### src/rtl/ws2812_frame_sequencer.sv
// ----------------------------------------------------------------------------
// ws2812_frame_sequencer
//
// Frame-level controller for the WS2812 strip datapath. For every frame it
// walks pixel indices 0..NUM_PIXELS-1. For each index it issues a one-cycle
// read strobe to the color generator and captures the GRB color one cycle
// later. It then offers that word to the bit serializer over valid/ready.
// After the last pixel it waits for the serializer to go idle and holds the
// line low for LATCH_CYCLES clocks. It then steps the animation phase and
// pulses o_frame_done.
//
// Optional feature macro: WS2812_FRAME_SYNC_EN
//   defined   : adds i_frame_sync; a frame starts only when i_enable and
//               i_frame_sync are high in the same IDLE cycle. Sync pulses
//               seen outside IDLE are dropped.
//   undefined : frames free-run whenever i_enable is high.
//
// Ports
//   i_clk          system clock, rising edge
//   i_reset        asynchronous active-high reset, clears all state
//   i_enable       start frames while high
//   o_px_idx       pixel index presented to the color generator
//   o_px_rd        one-cycle read strobe qualifying o_px_idx
//   i_px_color     GRB color, valid exactly one cycle after o_px_rd
//   o_tx_data      GRB word to the serializer
//   o_tx_valid     o_tx_data valid
//   i_tx_ready     serializer accepts the word when o_tx_valid & i_tx_ready
//   i_tx_busy      serializer still shifting bits (only looked at in DRAIN)
//   o_phase        animation phase, advanced once per frame
//   o_frame_done   one-cycle pulse at the end of each latch gap
//   o_busy         high in every state except IDLE
//   i_frame_sync   frame start qualifier (WS2812_FRAME_SYNC_EN only)
// ----------------------------------------------------------------------------
module ws2812_frame_sequencer #(
  parameter int NUM_PIXELS   = 48,
  parameter int IDX_W        = 6,
  parameter int LATCH_CYCLES = 5000,
  parameter int PHASE_W      = 8
) (
  input  logic               i_clk,
  input  logic               i_reset,
  input  logic               i_enable,
  output logic [IDX_W-1:0]   o_px_idx,
  output logic               o_px_rd,
  input  logic [23:0]        i_px_color,
  output logic [23:0]        o_tx_data,
  output logic               o_tx_valid,
  input  logic               i_tx_ready,
  input  logic               i_tx_busy,
  output logic [PHASE_W-1:0] o_phase,
  output logic               o_frame_done,
  output logic               o_busy
`ifdef WS2812_FRAME_SYNC_EN
  ,
  input  logic               i_frame_sync
`endif
);

  // Counter must be at least one bit wide even for LATCH_CYCLES == 1.
  localparam int CNT_W = (LATCH_CYCLES > 1) ? $clog2(LATCH_CYCLES) : 1;

  localparam logic [IDX_W-1:0] LAST_IDX   = IDX_W'(NUM_PIXELS - 1);
  localparam logic [CNT_W-1:0] LATCH_LOAD = CNT_W'(LATCH_CYCLES - 1);

  typedef enum logic [2:0] {
    S_IDLE,
    S_FETCH,
    S_WAIT,
    S_SEND,
    S_DRAIN,
    S_LATCH
  } state_t;

  state_t             r_state;
  state_t             w_state_next;
  logic [IDX_W-1:0]   r_px_idx;
  logic [IDX_W-1:0]   w_px_idx_next;
  logic               r_px_rd;
  logic               w_px_rd_next;
  logic [23:0]        r_tx_data;
  logic [23:0]        w_tx_data_next;
  logic               r_tx_valid;
  logic               w_tx_valid_next;
  logic [PHASE_W-1:0] r_phase;
  logic [PHASE_W-1:0] w_phase_next;
  logic               r_frame_done;
  logic               w_frame_done_next;
  logic               r_busy;
  logic               w_busy_next;
  logic [CNT_W-1:0]   r_latch_cnt;
  logic [CNT_W-1:0]   w_latch_cnt_next;
  logic               w_start;

`ifdef WS2812_FRAME_SYNC_EN
  // Sync is only sampled in IDLE, so pulses elsewhere are simply lost.
  assign w_start = i_enable & i_frame_sync;
`else
  assign w_start = i_enable;
`endif

  always_ff @(posedge i_clk or posedge i_reset) begin
    if (i_reset) begin
      r_state      <= S_IDLE;
      r_px_idx     <= '0;
      r_px_rd      <= 1'b0;
      r_tx_data    <= '0;
      r_tx_valid   <= 1'b0;
      r_phase      <= '0;
      r_frame_done <= 1'b0;
      r_busy       <= 1'b0;
      r_latch_cnt  <= '0;
    end else begin
      r_state      <= w_state_next;
      r_px_idx     <= w_px_idx_next;
      r_px_rd      <= w_px_rd_next;
      r_tx_data    <= w_tx_data_next;
      r_tx_valid   <= w_tx_valid_next;
      r_phase      <= w_phase_next;
      r_frame_done <= w_frame_done_next;
      r_busy       <= w_busy_next;
      r_latch_cnt  <= w_latch_cnt_next;
    end
  end

  always_comb begin
    w_state_next      = r_state;
    w_px_idx_next     = r_px_idx;
    w_tx_data_next    = r_tx_data;
    w_tx_valid_next   = r_tx_valid;
    w_phase_next      = r_phase;
    w_frame_done_next = 1'b0;
    w_latch_cnt_next  = r_latch_cnt;

    case (r_state)
      S_IDLE: begin
        w_px_idx_next = '0;
        if (w_start) begin
          w_state_next = S_FETCH;
        end
      end
      S_FETCH: begin
        w_state_next = S_WAIT;
      end
      S_WAIT: begin
        // Generator output is valid in this cycle, one after the strobe.
        w_tx_data_next  = i_px_color;
        w_tx_valid_next = 1'b1;
        w_state_next    = S_SEND;
      end
      S_SEND: begin
        if (r_tx_valid && i_tx_ready) begin
          w_tx_valid_next = 1'b0;
          if (r_px_idx == LAST_IDX) begin
            w_state_next = S_DRAIN;
          end else begin
            w_px_idx_next = r_px_idx + IDX_W'(1);
            w_state_next  = S_FETCH;
          end
        end
      end
      S_DRAIN: begin
        if (!i_tx_busy) begin
          w_latch_cnt_next = LATCH_LOAD;
          w_state_next     = S_LATCH;
        end
      end
      S_LATCH: begin
        if (r_latch_cnt == '0) begin
          w_frame_done_next = 1'b1;
          w_phase_next      = r_phase + PHASE_W'(1);
          w_px_idx_next     = '0;
          w_state_next      = S_IDLE;
        end else begin
          w_latch_cnt_next = r_latch_cnt - CNT_W'(1);
        end
      end
      default: begin
        w_state_next = S_IDLE;
      end
    endcase

    // Strobe and busy are derived from the next state so that, once
    // registered, they line up with the state they describe.
    w_px_rd_next = (w_state_next == S_FETCH);
    w_busy_next  = (w_state_next != S_IDLE);
  end

  assign o_px_idx     = r_px_idx;
  assign o_px_rd      = r_px_rd;
  assign o_tx_data    = r_tx_data;
  assign o_tx_valid   = r_tx_valid;
  assign o_phase      = r_phase;
  assign o_frame_done = r_frame_done;
  assign o_busy       = r_busy;

endmodule
### config.mk
export PLATFORM = sky130hd
export DESIGN_NAME = ws2812_frame_sequencer
export DESIGN_NICKNAME = d
export VERILOG_FILES = /design/src/rtl/ws2812_frame_sequencer.sv
export SDC_FILE = /design/constraint.sdc
export NUM_CORES = 1
export LEC_CHECK = 0
export CAP_MARGIN = 15
export CORE_ASPECT_RATIO = 0.8
export CORE_MARGIN = 2
export CORE_UTILIZATION = 35
export CTS_CLUSTER_DIAMETER = 40
export DETAILED_ROUTE_END_ITERATION = 6
export PLACE_DENSITY_LB_ADDON = 0.3
export SLEW_MARGIN = 5
export SYNTH_ARGS = -nofsm -noshare
export SYNTH_HDL_FRONTEND = slang
export SYNTH_SLANG_ARGS = --single-unit
export TNS_END_PERCENT = 5
### constraint.sdc
create_clock -name i_clk -period 4.95 [get_ports i_clk]
set_clock_uncertainty 0.1 [all_clocks]
set_input_delay 1.485 -clock i_clk [delete_from_list [all_inputs] [get_ports i_clk]]
set_output_delay 1.485 -clock i_clk [all_outputs]
set_load 0.03 [all_outputs]
Word level (Yosys, flattened, before mapping)
Index checks and enable logic that the tools add are counted.
- add/sub/neg operators: 3
- equality and inequality tests: 12
- multiplexer cells: 17
- reduce and logical (&&, ||, !) cells: 11
- operator list (kind ; number):
    $mux W13 ; 2
    $pmux W13 S2 ; 1
    $mux W6 ; 3
    $pmux W3 S6 ; 1
    $pmux W6 S3 ; 1
    $mux W3 ; 5
    $logic_not A13 Y1 ; 1
    $sub A13 B1 Y13 const B ; 1
    $ne A2 B2 Y1 const B ; 5
    $add A8 B1 Y8 const B ; 1
    $add A6 B1 Y6 const B ; 1
    $eq A3 B1 Y1 const B ; 2
    $eq A3 B2 Y1 const B ; 2
    $eq A3 B3 Y1 const B ; 2
    $eq A6 B6 Y1 const B ; 1
    $reduce_bool A3 Y1 ; 2
    $reduce_and A2 Y1 ; 2
    $reduce_and A4 Y1 ; 1
    $reduce_bool A2 Y1 ; 2
    $logic_not A3 Y1 ; 1
    $mux W1 ; 3
    $reduce_and A3 Y1 ; 1
    $pmux W1 S2 ; 1
    $logic_and A1 B1 Y1 ; 1
- register bits: 58
- input port bits: 29
- logic and storage cells: 52

Depth between registers and ports, before layout
- word-level depth: 5
- mapped depth: 7
- depth with buffers taken out: 6

Worst setup path before layout
Ideal clock, no wire load.
- path type: in2reg
- start point: input i_tx_ready
- end point: register r_px_idx[0], in the netlist o_px_idx[0]
- library setup time: 0.125 ns
- data arrival time: 2.376 ns
- required time: 4.725 ns
- setup slack: 2.349 ns
- cell stages on the path: 5
- buffers on the path: 0
- cells stage by stage: and4_1 o21a_1 nor2_1 o22a_2 mux2_2
- word-level cells in the longest chain between the ends: 3
- ends and longest elaborated chain (element ; line ; source):
    from (decl) ; 48 ; input logic i_tx_ready,
    $logic_and A1 B1 Y1 ; 151 ; if (r_tx_valid && i_tx_ready) begin
    $ne A2 B2 Y1 (no line) ; -- ;
    $reduce_and A4 Y1 (no line) ; -- ;
    to (signal assigned) ; 114 ; r_px_idx <= w_px_idx_next;
    to (decl) ; 76 ; logic [IDX_W-1:0] r_px_idx;
Every way passes these cells.
A chain may end at the register's enable or synchronous reset.

Worst setup path after layout
- start point: register r_phase[0], in the netlist o_phase[0]
- end point: output o_phase[0]
- RTL lines (element ; line ; source):
    from (decl) ; 84 ; logic [PHASE_W-1:0] r_phase;
    from (signal assigned) ; 118 ; r_phase <= w_phase_next;
    to (decl) ; 50 ; output logic [PHASE_W-1:0] o_phase,
No word-level cell between the ends.

==> summary.md <==
| Metric | Value |
|---|---|
| Peak supply drop | `310.3 uV` |
| Max-slew violation count | `0` |
| Largest cells by area after synthesis | `dfrtp_1, mux2_2, xnor2_1` |
| Worst Hold Class | `register to register` |
| Yosys top cell area share | `55.72%` |
| CTS tree | `yes` |
| Status | `finished, final reports clean` |
| ANT nets after route | `0` |
| CTS-repair resized insts | `0` |
| Placed Area | `0.003412 sq mm` |
| Clock Power Share | `23.4%` |
| YS warnings | `0` |
| Via/cell ratio | `4.841` |
| Skew-Pair Late Insertion Delay | `0.34 ns` |
| # setup viols final | `0` |
| Prevailing post-synth register cell | `dfrtp_1` |
| First-pass GRT wire length | `8.894 mm` |
| Share of cells above drive strength 1 | `17.67%` |
| Avg Inst Size Synth | `11.84 sq um` |
| Crit path time final | `3.047 ns` |
| Syn Nets | `252` |
| Dpl hpwl | `3.877 mm` |
| Fin crit share | `61.56%` |
| IO Pins | `71` |
| CP bufs+invs | `1` |
| R2R Setup Slk | `2.55 ns` |
| Final TNS setup | `0 ns` |
| Antenna Cells | `0` |
| Synth Register Bits | `58` |
| Initial DRC Count | `96` |
| H-tree lvl count | `3` |
| Post-synthesis xor/xnor area fraction | `6.724%` |
| Port-buffer cells | `70` |
| Die area | `0.008153 sq mm` |
| Initial Utilization | `35.58%` |
| Core Area | `0.007322 sq mm` |
| CP cell instances | `clkdlybuf4s50_1` |
| Part of the power in registers | `36.9%` |
| Slowest cell delay on critical path | `0.70 ns` |
| Ys async rst share | `100.0%` |
| Area grow syn2layout | `38.33%` |
| Post-synthesis compound-gate area fraction | `7.157%` |
| Data required time of the worst path | `3.37 ns` |
| Vias in the first global route | `1821` |
| Worst Max-Slew Pin Slew | `0.8807 ns` |
| Simple-gate portion of the synthesized area | `14.70%` |
| Worst Hold Path EP | `o_phase[7]` |
| DRT Wirelength | `5.483 mm` |
| WHS | `0.3679 ns` |
| Reg2Reg Depth | `5` |
| Hold path start | `o_phase[7]` |
| Initial antenna violation count | `0` |
| Worst Hold Path Cells | `1` |
| Final hold vios | `0` |
| Post-route cell area | `0.003603 sq mm` |
| Syn Inst Count | `220` |
| Clk buf depth | `2` |
| CTS clk-pin slew, worst paths | `0.06 ns` |
| Design Power | `1.834 mW` |
| Most area-hungry cell type in the Yosys netlist | `dfrtp_1` |
| Reg-to-reg startpoint | `r_state[2]` |
| Gpl congestion | `0.8352` |
| Sw frac | `34.67%` |
| Wire per inst | `14.06 microns` |
| Final nets | `329` |
| Dominant cell by count in the synthesized netlist | `dfrtp_1` |
| Startpoint types | `register` |
| Leakage power | `1.484 nW` |
| CP delay by family, top | `buffers and inverters` |
| Row count | `28` |
| Slowest stage cell on the critical path | `clkdlybuf4s50_1` |
| Drt pass-1 iters | `4` |
| F_max | `0.3282 GHz` |
| CTS root buf | `clkbuf_8` |
| Via count | `1888` |
| Pint | `1.198 mW` |
| Max cap viols | `0` |
| Die height | `81.17 microns` |
| Fillers | `673` |
| R2r endpoint | `o_phase[5]` |
| Hold_buf cts | `0` |
| CTS buffer count | `9` |
| DRC viols | `0` |
| # clock sinks | `58` |
| GRT Total Usage | `14.32%` |
| Largest family of logic cells by synthesized area | `simple AND/OR/NAND/NOR gates` |
| Largest net degree at the start of global routing | `45` |
| Max_slew headroom | `41.20%` |
| Multiplexer area fraction after synthesis | `12.20%` |
| Power Dens Cells | `509.0 mW/mm^2` |
| Post-synth EDFFs | `0` |
| Grt total ovfl | `0` |
| Unrepaired setup endpoints after global routing | `false` |
| Comb power frac | `39.7%` |
| Final core utilization | `49.21%` |
| Synth Area in Adders | `1.441%` |
| Seq/Total Area, Yosys | `55.72%` |
| Unique masters post-synth | `44` |
| Synth top cells by count | `dfrtp_1, mux2_2, nor2_1, nand2_1` |
| Endpoint type of the worst setup path | `output port` |
| Die W | `100.5 microns` |
| Postcts setup bufs | `0` |
| CP max FO | `4` |
| Crit Path Class | `register to output port` |
| Synthesized cell area | `0.002605 sq mm` |
| Sw Pwr | `0.6358 mW` |
| Critical Path AT | `1.46 ns` |
[cell usage in the layout, fill, tap and decap left out, drive strengths merged, types with 2 or more instances in the layout]
cell type      netlist  routed
a21oi                2       2
nor2                23      23
nor3                 7       7
nand2               13      13
nand3                4       4
and3                 4       4
o211ai               3       3
buf                  4       3
nor4b                2       2
o31ai                2       2
clkdlybuf4s50        0      70
xor2                10      10
xnor2               10      10
clkbuf               3      11
nor4                 2       2
clkinv               0       2
ha                   3       3
nand4                5       5
o21ai                8       8
o21a                 2       2
dfrtp               58      58
or3                  3       3
or4                  2       2
nand2b               2       2
inv                  6       6
mux2                27      27
o2111ai              2       2
[metrics by stage]
stage / instances / worst slack [ns]
after floorplan: 220 / 1.937
after global placement: 376 / 1.763
after detailed placement: 376 / 1.722
after CTS: 390 / 1.884
after global routing: 390 / 1.846
final: 390 / 1.903
[kinds of logic (layout without fill, tap and decap cells)]
family          Yosys count  in the layout
simple gates             73             73
xor+xnor                 20             20
compound gates           25             25
flops                    58             58
mux                      28             28
buf+inv                  13             93
fa+ha+maj                 3              3
[power by group through the flow]
stage	Sequential, mW	Clock, mW	Combinational [mW]
6_report	0.676	0.430	0.728
2_1_floorplan	0.910	0	0.194
5_1_grt	0.694	0.465	0.772
3_5_place_dp	0.682	0	0.733
3_3_place_gp	0.681	0	0.727
4_1_cts	0.677	0.445	0.737
[per-layer routing]
metal	part of all wire (%)	routed length (microns)	global-route usage (%)
met1	48	2622	19.50
met2	45	2481	20.74
met3	5.2	287	5.508
met4	1.7	91	5.342
met5	0	0	0
[final cells by class]
type	instances	area (sq um)	area share, %
Tap cell	90	112.6	3.125
Sequential cell	58	1451	40.28
Clock buffer	11	151.4	4.201
Multi-Input combinational cell	149	1102	30.59
Inverter	6	22.52	0.6250
Timing Repair Buffer	73	723.2	20.07
Clock inverter	3	40.04	1.111
[sequential cells by signal, indices dropped and copies added (netlist names)]
register and count:
o_busy 1, o_frame_done 1, o_phase 8, o_px_idx 6, o_px_rd 1, o_tx_data 24
o_tx_valid 1, r_latch_cnt 13, r_state 3
[worst max path at each step]
| stage | startpoint | end | slack, ns | cells after the start |
|---|---|---|---|---|
| 2_1_floorplan | i_reset | o_busy | 1.94 | 1 |
| 3_3_place_gp | i_tx_ready | o_px_idx[0] | 1.76 | 6 |
| 3_5_place_dp | i_tx_ready | o_px_idx[1] | 1.72 | 6 |
| 4_1_cts | o_phase[2] | o_phase[2] | 1.88 | 1 |
| 5_1_grt | o_phase[2] | o_phase[2] | 1.85 | 1 |
| 6_report | o_phase[0] | o_phase[0] | 1.90 | 1 |
No activity file was read; power rests on OpenSTA's default activity.
